## src/rtl/cpu_pkg.sv

```systemverilog
// Shared types and constants for the accumulator execute stage.
package cpu_pkg;

    localparam int W       = 12;
    localparam int MUL_CYC = 12;

    typedef enum logic [3:0] {
        OP_LDA = 4'b0001,
        OP_CMP = 4'b0100,
        OP_ADD = 4'b1001,
        OP_SUB = 4'b1010,
        OP_AND = 4'b1011,
        OP_OR  = 4'b1100,
        OP_MUL = 4'b1101
    } opcode_t;

    typedef enum logic [1:0] {
        IDLE     = 2'd0,
        EXEC     = 2'd1,
        MUL_LOOP = 2'd2,
        DONE     = 2'd3
    } exec_state_t;

    // Ops whose result feeds the downstream NZCV flag logic.
    function automatic logic sets_flags(input logic [3:0] opc);
        return (opc == OP_CMP) || (opc == OP_ADD) || (opc == OP_SUB);
    endfunction

endpackage

```

## src/rtl/shift_add_mul.sv

```systemverilog
// Iterative W x W -> W shift-add multiplier: load captures operands, each step
// consumes one multiplier bit. result is the accumulator including the current step.
module shift_add_mul #(
    parameter int W = 12
) (
    input  logic         clk,
    input  logic         rst_n,
    input  logic         load,
    input  logic         step,
    input  logic [W-1:0] a,
    input  logic [W-1:0] b,
    output logic [3:0]   count,
    output logic [W-1:0] result
);

    logic [W-1:0] acc_r;
    logic [W-1:0] mcand_r;
    logic [W-1:0] mplier_r;
    logic [3:0]   count_r;

    assign result = mplier_r[0] ? (acc_r + mcand_r) : acc_r;
    assign count  = count_r;

    // Operand load and one shift-add iteration per step.
    always_ff @(posedge clk or negedge rst_n) begin
        if (!rst_n) begin
            acc_r    <= {W{1'b0}};
            mcand_r  <= {W{1'b0}};
            mplier_r <= {W{1'b0}};
            count_r  <= 4'd0;
        end else if (load) begin
            acc_r    <= {W{1'b0}};
            mcand_r  <= a;
            mplier_r <= b;
            count_r  <= 4'd0;
        end else if (step) begin
            acc_r    <= result;
            mcand_r  <= mcand_r << 1;
            mplier_r <= mplier_r >> 1;
            count_r  <= count_r + 4'd1;
        end
    end

endmodule

```

## src/rtl/ac_alu_exec.sv

```systemverilog
// Accumulator execute stage: holds AC, runs ALU ops on AC and a memory operand.
// Define AC_ALU_MUL_EN to build the iterative MUL; otherwise 1101 is illegal.
module ac_alu_exec #(
    parameter int W       = cpu_pkg::W,
    parameter int MUL_CYC = cpu_pkg::MUL_CYC
) (
    input  logic         clk,
    input  logic         rst_n,
    input  logic         start,
    input  logic [3:0]   opcode_in,
    input  logic [W-1:0] operand,
    output logic         busy,
    output logic         done,
    output logic         illegal_op,
    output logic [W-1:0] AC,
    output logic [W-1:0] AC_result,
    output logic [W-1:0] op1,
    output logic [W-1:0] op2,
    output logic [3:0]   opcode,
    output logic         AC_update
);
    import cpu_pkg::*;

    exec_state_t  state_r;
    exec_state_t  state_nxt_s;
    logic [W-1:0] alu_val_s;
    logic         alu_wr_ac_s;
    logic         alu_wr_res_s;
    logic         legal_s;
    logic         enter_done_s;

`ifdef AC_ALU_MUL_EN
    localparam logic [3:0] MUL_LAST = 4'(MUL_CYC - 1);
    logic         mul_load_s;
    logic         mul_step_s;
    logic [3:0]   mul_count_s;
    logic [W-1:0] mul_result_s;

    assign mul_load_s = (state_r == EXEC) && (opcode == OP_MUL);
    assign mul_step_s = (state_r == MUL_LOOP);

    shift_add_mul #(.W(W)) u_mul (
        .clk    (clk),
        .rst_n  (rst_n),
        .load   (mul_load_s),
        .step   (mul_step_s),
        .a      (op1),
        .b      (op2),
        .count  (mul_count_s),
        .result (mul_result_s)
    );
`endif

    // Single-cycle ALU evaluated on the accept edge so AC_result settles a cycle before AC_update.
    always_comb begin
        alu_val_s    = {W{1'b0}};
        alu_wr_ac_s  = 1'b0;
        alu_wr_res_s = 1'b0;
        case (opcode_in)
            OP_LDA: begin alu_val_s = operand;      alu_wr_ac_s = 1'b1; alu_wr_res_s = 1'b1; end
            OP_CMP: begin alu_val_s = AC - operand;                     alu_wr_res_s = 1'b1; end
            OP_ADD: begin alu_val_s = AC + operand; alu_wr_ac_s = 1'b1; alu_wr_res_s = 1'b1; end
            OP_SUB: begin alu_val_s = AC - operand; alu_wr_ac_s = 1'b1; alu_wr_res_s = 1'b1; end
            OP_AND: begin alu_val_s = AC & operand; alu_wr_ac_s = 1'b1; alu_wr_res_s = 1'b1; end
            OP_OR:  begin alu_val_s = AC | operand; alu_wr_ac_s = 1'b1; alu_wr_res_s = 1'b1; end
            default: begin alu_val_s = {W{1'b0}}; alu_wr_ac_s = 1'b0; alu_wr_res_s = 1'b0; end
        endcase
    end

    // Legality of the captured opcode.
    always_comb begin
        legal_s = 1'b0;
        case (opcode)
            OP_LDA, OP_CMP, OP_ADD, OP_SUB, OP_AND, OP_OR: legal_s = 1'b1;
`ifdef AC_ALU_MUL_EN
            OP_MUL: legal_s = 1'b1;
`endif
            default: legal_s = 1'b0;
        endcase
    end

    // State register.
    always_ff @(posedge clk or negedge rst_n) begin
        if (!rst_n) begin
            state_r <= IDLE;
        end else begin
            state_r <= state_nxt_s;
        end
    end

    // Next-state logic.
    always_comb begin
        state_nxt_s = state_r;
        case (state_r)
            IDLE: begin
                if (start) state_nxt_s = EXEC;
                else       state_nxt_s = IDLE;
            end
            EXEC: begin
`ifdef AC_ALU_MUL_EN
                if (opcode == OP_MUL) state_nxt_s = MUL_LOOP;
                else                  state_nxt_s = DONE;
`else
                state_nxt_s = DONE;
`endif
            end
`ifdef AC_ALU_MUL_EN
            MUL_LOOP: begin
                if (mul_count_s == MUL_LAST) state_nxt_s = DONE;
                else                         state_nxt_s = MUL_LOOP;
            end
`endif
            DONE:    state_nxt_s = IDLE;
            default: state_nxt_s = IDLE;
        endcase
    end

    assign enter_done_s = (state_nxt_s == DONE) && (state_r != DONE);

    // Capture registers, AC, result bus and handshake pulses.
    always_ff @(posedge clk or negedge rst_n) begin
        if (!rst_n) begin
            busy       <= 1'b0;
            done       <= 1'b0;
            illegal_op <= 1'b0;
            AC_update  <= 1'b0;
            AC         <= {W{1'b0}};
            AC_result  <= {W{1'b0}};
            op1        <= {W{1'b0}};
            op2        <= {W{1'b0}};
            opcode     <= 4'd0;
        end else begin
            done       <= enter_done_s;
            illegal_op <= enter_done_s && (state_r == EXEC) && !legal_s;
            AC_update  <= enter_done_s && (state_r == EXEC) && legal_s && sets_flags(opcode);
            if ((state_r == IDLE) && start) begin
                busy   <= 1'b1;
                op1    <= AC;
                op2    <= operand;
                opcode <= opcode_in;
                if (alu_wr_ac_s)  AC        <= alu_val_s;
                if (alu_wr_res_s) AC_result <= alu_val_s;
            end
            if (state_r == DONE) busy <= 1'b0;
`ifdef AC_ALU_MUL_EN
            if ((state_r == MUL_LOOP) && (state_nxt_s == DONE)) begin
                AC        <= mul_result_s;
                AC_result <= mul_result_s;
            end
`endif
        end
    end

endmodule
```

## config.mk

```make
export PLATFORM = sky130hd
export DESIGN_NAME = ac_alu_exec
export DESIGN_NICKNAME = d
export VERILOG_FILES = /design/src/rtl/cpu_pkg.sv /design/src/rtl/shift_add_mul.sv /design/src/rtl/ac_alu_exec.sv
export SDC_FILE = /design/constraint.sdc
export NUM_CORES = 1
export LEC_CHECK = 0
export CORE_MARGIN = 3
export CORE_UTILIZATION = 45
export CTS_BUF_LIST = sky130_fd_sc_hd__clkbuf_4 sky130_fd_sc_hd__clkbuf_8
export DETAILED_ROUTE_END_ITERATION = 7
export PLACE_DENSITY_LB_ADDON = 0.05
export RECOVER_POWER = 100
export SYNTH_ARGS = -nofsm -noshare
export SYNTH_HDL_FRONTEND = slang
export SYNTH_SLANG_ARGS = --single-unit
```

## constraint.sdc

```tcl
create_clock -name clk -period 6.5 [get_ports clk]
set_clock_uncertainty 0.05 [all_clocks]
set_input_delay 1.3 -clock clk [delete_from_list [all_inputs] [get_ports clk]]
set_output_delay 1.3 -clock clk [all_outputs]
set_load 0.02 [all_outputs]
```

==> flow_metrics.env, run 1 <==
export IMPL_final_period_utilization_pct=82.2
export IMPL_multi_input_area_sq_mm=0.00177
export IMPL_yosysWarnings=0
export IMPL_grt_busiest_layer="met2"
export IMPL_required_ns=6.67
export IMPL_dpl_cell_count=472
export IMPL_cp_arrival_ns=5.52
export IMPL_final_max_slew_violation_count=113
export IMPL_syn_area_per_cell_sq_um=10.7
export IMPL_power_switching_share_pct=39.3
export IMPL_dp_slack_ns=1.08
export IMPL_clk_latency_ns=0.34
export IMPL_synthesis_nets=344
export IMPL_cts_clk_slew_worst_paths_ns=0.06
export IMPL_area_sequential_sq_mm=0.00143
export IMPL_slew_limit_headroom_pct=-99.7
export IMPL_async_reset_ff_share_pct=100
export IMPL_dieArea_sq_mm=0.00841
export IMPL_dr_pass1_iters=5
export IMPL_fin_crit_ns=5.35
export IMPL_power_density_mw_per_mm2=455
export IMPL_hold_viol_final=0
export IMPL_dpl_hpwl_microns=5780
export IMPL_synth_distinct_cells=49
export IMPL_fmax_mhz=187
export IMPL_power_frac_comb_pct=50.2
export IMPL_p_leak_nw=2.06
export IMPL_cts_hold_buf=0
export IMPL_finalSetupViolCount=0
export IMPL_muxShareOfSynthArea_pct=12.2
export IMPL_ant_nets=0
export IMPL_dr_total_vias=2701
export IMPL_grt_pass1_wl_microns=13400
export IMPL_vdd_drop_max_v=0.000208
export IMPL_cts_resized=0
export IMPL_tightest_slew_ns=3.00
export IMPL_path_class="primary input to register"
export IMPL_initialDrtViolationCount=114
export IMPL_grt_usage_pct=20.2
export IMPL_wl_microns=8070
export IMPL_area_growth_pct=31.0
export IMPL_grt_max_degree=58
export IMPL_synth_flop_cell="dfrtp_1"
export IMPL_rsz0062_at_grt="no"
export IMPL_synthAdderAreaFrac_pct=5.91
export IMPL_synth_seq_area_share_pct=43.2
export IMPL_hold_path_class="register to register"
export IMPL_port_buffer_count=74
export IMPL_status="finished, violations left"
export IMPL_stdcell_count=488
export IMPL_cp_start_kind="primary input"
export IMPL_final_layout_size_suffix_gt1_share_pct=15.1
export IMPL_synth_seq_cells=57
export IMPL_power_frac_seq_pct=31.6
export IMPL_synth_edff_count=0
export IMPL_cap_violations=3
export IMPL_fin_setup_tns_ns=0
export IMPL_cts_buffers=9
export IMPL_drc_errors=0
export IMPL_antenna_found_initial=0
export IMPL_io_pins=75
export IMPL_vias_per_cell=5.53
export IMPL_start_util_pct=47.6
export IMPL_p_clk_share_pct=18.2
export IMPL_crit_path_end_kind="register"
export IMPL_die_x_microns=91.7
export IMPL_synth_top_family_by_area="compound AO/OA/AOI/OAI gates"
export IMPL_max_clock_path_buffers=2
export IMPL_antennaDiodeCount=0
export IMPL_fillCellCount=584
export IMPL_cts_sinks=57
export IMPL_intPower_mw=1.20
export IMPL_grtUsageMet2_pct=30.4
export IMPL_cts_tree="done"
export IMPL_rows=30
export IMPL_wl_per_cell_microns=16.5
export IMPL_root_buffer="clkbuf_8"
export IMPL_fp_coreArea_sq_mm=0.00694
export IMPL_syn_inst=310
export IMPL_grt_util_met3_pct=5.74
export IMPL_synth_xor_xnor_area_share_pct=5.72
export IMPL_switchingPower_mw=0.775
export IMPL_synth_compound_area_share_pct=19.5
export IMPL_place_gp_congestion=0.833
export IMPL_violations="capacitance limit, slew limit"
export IMPL_fin_nets=421
export IMPL_yosys_area_share_simple_pct=10.6
export IMPL_die_y_microns=91.7
export IMPL_overflow=0
export IMPL_fin_hold_ws_ns=0.405
export IMPL_netlist_area_sq_mm=0.00330
export IMPL_grtUsageMet1_pct=28.2
export IMPL_grt_pass1_vias=2585
export IMPL_fin_total_pwr_mw=1.97
export IMPL_cp_max_fo=11
export IMPL_cts_setup_buffers=0
export IMPL_cts_htree_levels=3
export IMPL_fin_ws_ns=1.15
[cell families after synthesis]
group	Yosys count
fa+ha+maj	15
compound gates	91
buf+inv	23
mux	36
flops	57
xor+xnor	20
simple gates	68
[final timing paths]
path,from,to,slack (ns),cells after the start
max,opcode_in[3],AC[11]$_DFFE_PN0P_,1.15,13
min,done$_DFF_PN0_,state_r[0]$_DFF_PN0_,0.41,1
max reg2reg,done$_DFF_PN0_,AC_result[10]$_DFFE_PN0P_,2.94,7
min reg2reg,done$_DFF_PN0_,state_r[0]$_DFF_PN0_,0.41,1
max in group asynchronous,rst_n,op1[7]$_DFFE_PN0P_,2.73,2
min in group asynchronous,rst_n,AC_update$_DFF_PN0_,2.00,2
[sequential cells by signal (all words and copies together) (netlist names)]
name / flops
opcode: 4
op2: 12
op1: 12
state_r: 1
busy: 1
AC_result: 12
AC: 12
done: 1
AC_update: 1
illegal_op: 1
[cells in the mapped netlist (all sizes together) (2+ instances only)]
cell type	n	area share (%)
clkbuf	7	0.80
nor2	24	2.7
buf	5	0.95
nor2b	5	0.95
xnor2	15	4.0
and3	2	0.53
o22ai	3	0.57
a211oi	3	0.83
dfrtp	57	43
a32o	2	0.61
nand3	2	0.30
nor3b	4	1.1
o31ai	3	0.83
o21ai	17	2.6
nor3	8	1.6
a31oi	4	0.76
ha	14	5.3
a21o	12	2.7
a21oi	16	2.5
inv	11	1.2
a22oi	8	1.8
o21a	6	1.4
a221o	7	2.1
nand2	17	1.9
nand3b	2	0.45
a222oi	3	0.91
mux2	34	12
xor2	4	1.1
mux2i	2	0.61
[cells in the final DEF (no fill, tap or decap), types with 5 or more instances in the layout]
cell type and n:
a21o_1 12, clkbuf_8 9, nor2b_1 5, ha_1 14, a22oi_1 8, a21oi_1 15
dlygate4sd3_1 58, nand2_1 17, o21ai_0 17, clkdlybuf4s50_1 15, dfrtp_1 57, xnor2_1 15
a221o_1 7, o21a_1 6, nor2_1 24, inv_1 11, mux2_2 34, nor3_1 7
[power by group through the flow]
stage	Clock, mW	Sequential (mW)	Combinational (mW)
global placement	0	0.629	1.04
finish	0.359	0.624	0.989
detailed placement	0	0.639	1.05
global route	0.386	0.649	1.07
CTS	0.370	0.632	1.06
floorplan	0	0.801	0.448
[routing by layer]
metal	vias to the layer above	wire, microns
met5	-	0
met4	0	109
met3	10	495
met2	90	3630
met1	1292	3830
li1	1309	-
[final cells by class]
type	count	area share, %
clock buffer	10	3.03
sequential	57	32.9
tap	96	2.77
timing repair buffer	78	17.5
inverter	11	0.954
clock inverter	6	1.91
multi-input combinational	230	40.9
[critical path, cell delays in order]
cell	delay (ns)
dlygate4sd3_1	0.70
nor2b_1	0.43
a21oi_1	0.13
nor2_1	0.62
a21oi_1	0.11
xnor2_1	0.17
ha_1	0.36
a21o_1	0.23
and3_4	0.18
o31a_1	0.23
a211oi_1	0.32
xnor3_1	0.40
a221o_1	0.33
[through the flow]
| stage | cell area [sq um] | utilization [%] |
|---|---|---|
| floorplan | 3300 | - |
| global placement | 4150 | 59.7 |
| detailed placement | 4150 | 59.7 |
| CTS | 4360 | 62.8 |
| global route | 4330 | 62.3 |
| finish | 4330 | 62.3 |
No activity file was read; power rests on OpenSTA's default activity.
==> run 2, diff against run 1 <==
==> constraint.sdc (replaced) <==
create_clock -name clk -period 4.56 [get_ports clk]
set_clock_uncertainty 0.05 [all_clocks]
set_input_delay 0.912 -clock clk [delete_from_list [all_inputs] [get_ports clk]]
set_output_delay 0.912 -clock clk [all_outputs]
set_load 0.02 [all_outputs]
==> run 2 against run 1 <==
The run still ends with capacitance limit, slew limit left. Register-to-register slack got worse by 1.0 ns. First-iteration DRC count up 37%. Setup slack got worse by 0.66 ns. Critical endpoint is now AC_result[11]$_DFFE_PN0P_.
==> flow_metrics.env, run 2 (synthesis results as in run 1) <==
export IMPL_intPower_mw=1.63
export IMPL_dpl_cell_count=486
export IMPL_die_x_microns=91.7
export IMPL_route_met3_wl_microns=538
export IMPL_cts_sinks=57
export IMPL_rows=30
export IMPL_top_layer="met4"
export IMPL_fin_hold_ws_ns=0.393
export IMPL_p_leak_nw=2.10
export IMPL_power_frac_seq_pct=32.5
export IMPL_grt_max_degree=35
export IMPL_most_common_layout_cells="dlygate4sd3_1, dfrtp_1, mux2_2"
export IMPL_grt_pass1_wl_microns=13800
export IMPL_holdPathEnd="state_r[0]$_DFF_PN0_"
export IMPL_cts_htree_levels=3
export IMPL_root_buffer="clkbuf_8"
export IMPL_wl_microns=8300
export IMPL_path_buf_inv=2
export IMPL_slew_limit_headroom_pct=-10.6
export IMPL_slowest_stage="dlygate4sd3_1"
export IMPL_initialDrtViolationCount=156
export IMPL_grt_usage_pct=20.9
export IMPL_path_class="primary input to register"
export IMPL_violations="capacitance limit, slew limit"
export IMPL_cp_arrival_ns=4.24
export IMPL_clk_latency_ns=0.35
export IMPL_final_common_cell="dlygate4sd3_1"
export IMPL_cts_hold_buf=0
export IMPL_power_density_mw_per_mm2=621
export IMPL_switchingPower_mw=1.11
export IMPL_required_ns=4.74
export IMPL_drc_errors=0
export IMPL_dpl_hpwl_microns=6060
export IMPL_dr_total_vias=2795
export IMPL_io_pins=75
export IMPL_crit_path_end_kind="register"
export IMPL_ff2ff_setup_slack_ns=1.90
export IMPL_rsz0062_at_grt="no"
export IMPL_overflow=0
export IMPL_fmax_mhz=246
export IMPL_fp_coreArea_sq_mm=0.00694
export IMPL_vdd_drop_max_v=0.000367
export IMPL_power_frac_comb_pct=52.0
export IMPL_cp_start_kind="primary input"
export IMPL_rr_startpoint="AC[0]$_DFFE_PN0P_"
export IMPL_hold_path_class="register to register"
export IMPL_wl_per_cell_microns=16.5
export IMPL_r2r_end="AC_result[6]$_DFFE_PN0P_"
export IMPL_grt_pass1_vias=2677
export IMPL_vias_per_cell=5.57
export IMPL_fin_setup_tns_ns=0
export IMPL_fin_crit_ns=4.07
export IMPL_cpMostUsedCell="a21oi_1"
export IMPL_final_util_pct=63.7
export IMPL_final_period_utilization_pct=89.2
export IMPL_final_layout_size_suffix_gt1_share_pct=18.2
export IMPL_fin_nets=435
export IMPL_slowest_delay_ns=0.63
export IMPL_finalSetupViolCount=0
export IMPL_dr_pass1_iters=5
export IMPL_ant_nets=0
export IMPL_cts_tree="done"
export IMPL_wl_met2_microns=3900
export IMPL_hold_depth=1
export IMPL_wl_met1_microns=3710
export IMPL_final_max_slew_violation_count=67
export IMPL_power_switching_share_pct=40.5
export IMPL_cts_setup_buffers=0
export IMPL_start_util_pct=47.6
export IMPL_cts_resized=0
export IMPL_hold_viol_final=0
export IMPL_antennaDiodeCount=0
export IMPL_stdcell_count=502
export IMPL_p_clk_share_pct=15.5
export IMPL_tightest_slew_ns=1.66
export IMPL_min_from="done$_DFF_PN0_"
export IMPL_antenna_found_initial=0
export IMPL_cp_cell_sequence="dlygate4sd3_1 -> nor3b_1 -> a21oi_1 -> nor2_1 -> buf_4 -> a21oi_1 -> xnor2_1 -> ha_1 -> a21o_1 -> and3_4 -> o31a_1 -> a211oi_2 -> xnor3_1 -> a221o_1"
export IMPL_area_growth_pct=33.8
export IMPL_port_buffer_count=74
export IMPL_dieArea_sq_mm=0.00841
export IMPL_cp_max_fo=11
export IMPL_max_clock_path_buffers=2
export IMPL_cts_buffers=9
export IMPL_place_gp_congestion=0.891
export IMPL_cts_clk_slew_worst_paths_ns=0.07
export IMPL_path_delay_family="compound AO/OA/AOI/OAI gates"
export IMPL_die_y_microns=91.7
export IMPL_status="finished, violations left"
export IMPL_r2r_cells=10
export IMPL_cap_violations=2
run 2: area by class of cell:
| cell class | count | area (sq um) |
|---|---|---|
| inverter | 11 | 41.3 |
| clock buffer | 11 | 151 |
| multi-input combinational | 230 | 1790 |
| fill | 604 | 2520 |
| clock inverter | 5 | 30.0 |
| tap | 96 | 120 |
| sequential | 57 | 1430 |
| timing repair buffer | 92 | 858 |
run 2: worst register-to-register path, cell delays in order (launching register included):
cell and delay [ns]:
dfrtp_1 0.42, inv_1 0.13, ha_1 0.18, inv_1 0.06, fa_1 0.40, a21oi_1 0.20, o21ai_0 0.20, a21oi_1 0.22
xnor2_1 0.08, a222oi_1 0.40, o21ai_0 0.16
run 2: how the worst max path moves through the flow:
stage | slack (ns) | from | end | depth (start not counted)
floorplan | 0.46 | opcode_in[3] | AC[11]$_DFFE_PN0P_ | 14
global placement | 0.25 | operand[2] | AC[11]$_DFFE_PN0P_ | 11
detailed placement | 0.21 | opcode_in[2] | AC_result[11]$_DFFE_PN0P_ | 14
CTS | 0.53 | opcode_in[2] | AC_result[11]$_DFFE_PN0P_ | 14
global route | 0.21 | opcode_in[3] | AC_result[11]$_DFFE_PN0P_ | 13
finish | 0.49 | opcode_in[3] | AC_result[11]$_DFFE_PN0P_ | 14
run 2: routing by layer:
layer / track usage, % / vias up
met5: 0 / -
met4: 9.03 / 0
met3: 4.18 / 13
met2: 32.9 / 95
met1: 28.1 / 1347
li1: - / 1340
run 2: power by group through the flow:
stage / sequential [mW] / combinational (mW) / clock [mW]
final: 0.892 / 1.43 / 0.426
after global placement: 0.899 / 1.50 / 0
after detailed placement: 0.911 / 1.51 / 0
after floorplan: 1.14 / 0.639 / 0
after global routing: 0.931 / 1.55 / 0.461
after CTS: 0.905 / 1.52 / 0.439
run 2: stage by stage:
step                worst slack, ns  instance area (sq um)  total power [mW]
floorplan                     0.458                   3300              1.78
global placement              0.248                   4250              2.40
detailed placement            0.210                   4250              2.42
CTS                           0.534                   4430              2.87
global route                  0.215                   4420              2.94
finish                        0.494                   4420              2.75
==> run 3, diff against run 2 <==
--- a/config.mk
+++ b/config.mk
@@ -9,8 +9,10 @@
 export CORE_UTILIZATION = 45
 export CTS_BUF_LIST = sky130_fd_sc_hd__clkbuf_4 sky130_fd_sc_hd__clkbuf_8
 export DETAILED_ROUTE_END_ITERATION = 7
+export MAX_ROUTING_LAYER = met4
 export PLACE_DENSITY_LB_ADDON = 0.05
 export RECOVER_POWER = 100
+export SLEW_MARGIN = 40
 export SYNTH_ARGS = -nofsm -noshare
 export SYNTH_HDL_FRONTEND = slang
 export SYNTH_SLANG_ARGS = --single-unit
==> run 3 against run 2 <==
The run still ends with capacitance limit, slew limit left. Combinational power hardly changed. Critical path depth shrank 1. Fmax down 2.1%. Wire length grew 4.2%. Setup slack worse by 0.086 ns. Cell count rose by 0.40%. Design area increased by 1.8%. Critical path type unchanged. Hold slack worse by 0.0017 ns.
==> flow_metrics.env, run 3 (synthesis results as in run 1) <==
export IMPL_ant_nets=0
export IMPL_dpl_hpwl_microns=6390
export IMPL_route_met3_wl_microns=476
export IMPL_grt_max_degree=35
export IMPL_cp_start_kind="primary input"
export IMPL_path_delay_family="compound AO/OA/AOI/OAI gates"
export IMPL_die_y_microns=91.7
export IMPL_final_period_utilization_pct=91.1
export IMPL_placed_cell_area_sq_mm=0.00428
export IMPL_max_clock_path_buffers=2
export IMPL_holdPathEnd="state_r[0]$_DFF_PN0_"
export IMPL_grt_pass1_wl_microns=14000
export IMPL_cap_violations=3
export IMPL_drc_errors=0
export IMPL_cts_buffers=9
export IMPL_io_pins=75
export IMPL_port_buffer_count=74
export IMPL_cp_cell_sequence="dlygate4sd3_1 -> nor3b_1 -> a21oi_1 -> nor2_1 -> buf_4 -> a21oi_1 -> xnor2_1 -> ha_1 -> a21o_1 -> o31a_1 -> a211oi_2 -> xnor3_1 -> a221o_1"
export IMPL_final_layout_size_suffix_gt1_share_pct=18.6
export IMPL_slew_limit_headroom_pct=-12.8
export IMPL_p_leak_nw=2.14
export IMPL_fillCellCount=580
export IMPL_slowest_delay_ns=0.63
export IMPL_wl_microns=8650
export IMPL_place_gp_congestion=0.902
export IMPL_cts_hold_buf=0
export IMPL_antennaDiodeCount=0
export IMPL_cpMostUsedCell="a21oi_1"
export IMPL_min_from="done$_DFF_PN0_"
export IMPL_slowest_stage="dlygate4sd3_1"
export IMPL_r2r_cells=10
export IMPL_fin_nets=438
export IMPL_hold_path_class="register to register"
export IMPL_die_x_microns=91.7
export IMPL_fin_ws_ns=0.408
export IMPL_clk_latency_ns=0.34
export IMPL_cts_htree_levels=3
export IMPL_path_class="primary input to register"
export IMPL_grt_usage_pct=21.9
export IMPL_overflow=0
export IMPL_rr_startpoint="AC[0]$_DFFE_PN0P_"
export IMPL_final_max_slew_violation_count=95
export IMPL_violations="capacitance limit, slew limit"
export IMPL_top_layer="met4"
export IMPL_cts_resized=0
export IMPL_hold_depth=1
export IMPL_status="finished, violations left"
export IMPL_final_common_cell="dlygate4sd3_1"
export IMPL_antenna_found_initial=0
export IMPL_path_buf_inv=2
export IMPL_fin_hold_ws_ns=0.392
export IMPL_required_ns=4.74
export IMPL_cp_arrival_ns=4.33
export IMPL_dr_pass1_iters=4
export IMPL_tightest_slew_ns=1.69
export IMPL_vdd_drop_max_v=0.000426
export IMPL_dieArea_sq_mm=0.00841
export IMPL_dr_total_vias=2779
export IMPL_cts_tree="done"
export IMPL_fmax_mhz=241
export IMPL_hold_viol_final=0
export IMPL_grt_pass1_vias=2726
export IMPL_fin_crit_ns=4.15
export IMPL_ff2ff_setup_slack_ns=1.90
export IMPL_power_density_mw_per_mm2=642
export IMPL_rows=30
export IMPL_wl_met2_microns=4070
export IMPL_cp_max_fo=9
export IMPL_fin_setup_tns_ns=0
export IMPL_crit_path_end_kind="register"
export IMPL_wl_met1_microns=4010
export IMPL_wl_per_cell_microns=17.2
export IMPL_most_common_layout_cells="dlygate4sd3_1, dfrtp_1, mux2_2"
export IMPL_r2r_end="AC_result[10]$_DFFE_PN0P_"
export IMPL_start_util_pct=47.6
export IMPL_cts_sinks=57
export IMPL_vias_per_cell=5.51
export IMPL_finalSetupViolCount=0
export IMPL_root_buffer="clkbuf_8"
export IMPL_fp_coreArea_sq_mm=0.00694
export IMPL_rsz0062_at_grt="no"
export IMPL_stdcell_area_sq_mm=0.00450
export IMPL_initialDrtViolationCount=103
export IMPL_area_growth_pct=36.1
export IMPL_dp_slack_ns=0.151
export IMPL_cts_setup_buffers=0
export IMPL_cts_clk_slew_worst_paths_ns=0.06
run 3: metal layers:
metal / up-vias / global-route usage (%)
met1: 1335 / 28.8
li1: 1353 / -
met4: 0 / 7.80
met3: 11 / 3.53
met2: 80 / 34.4
met5: - / -
run 3: worst max path at each step:
| stage | to | from | cells past startpoint | slack (ns) |
|---|---|---|---|---|
| 6_report | AC[11]$_DFFE_PN0P_ | opcode_in[2] | 13 | 0.41 |
| 2_1_floorplan | AC[11]$_DFFE_PN0P_ | opcode_in[3] | 14 | 0.46 |
| 3_5_place_dp | AC[11]$_DFFE_PN0P_ | opcode_in[3] | 13 | 0.15 |
| 5_1_grt | AC[11]$_DFFE_PN0P_ | opcode_in[2] | 13 | 0.22 |
| 4_1_cts | AC[11]$_DFFE_PN0P_ | opcode_in[3] | 13 | 0.48 |
| 3_3_place_gp | AC_result[11]$_DFFE_PN0P_ | opcode_in[3] | 13 | 0.21 |
run 3: power by group:
part           leakage (nW)  switching [mW]  total [mW]  internal [mW]
logic                  1.29           0.754        1.45          0.693
clock network         0.119           0.193       0.548          0.356
registers             0.734           0.169       0.892          0.723
run 3: final cells by class:
class,count,area [sq um],area share (%)
inverter,11,41.3,0.918
tap,96,120,2.67
sequential,57,1430,31.7
clock inverter,2,60.1,1.34
timing repair buffer,95,885,19.7
multi-input combinational,230,1790,39.9
clock buffer,13,173,3.84
run 3: through the flow:
stage                     total power, mW  std cells  util, %
after floorplan                      1.78        310        -
after global placement               2.41        488     61.4
after detailed placement             2.44        489     61.6
after CTS                            3.00        504     65.0
after global routing                 3.08        504     64.8
final                                2.89        504     64.8
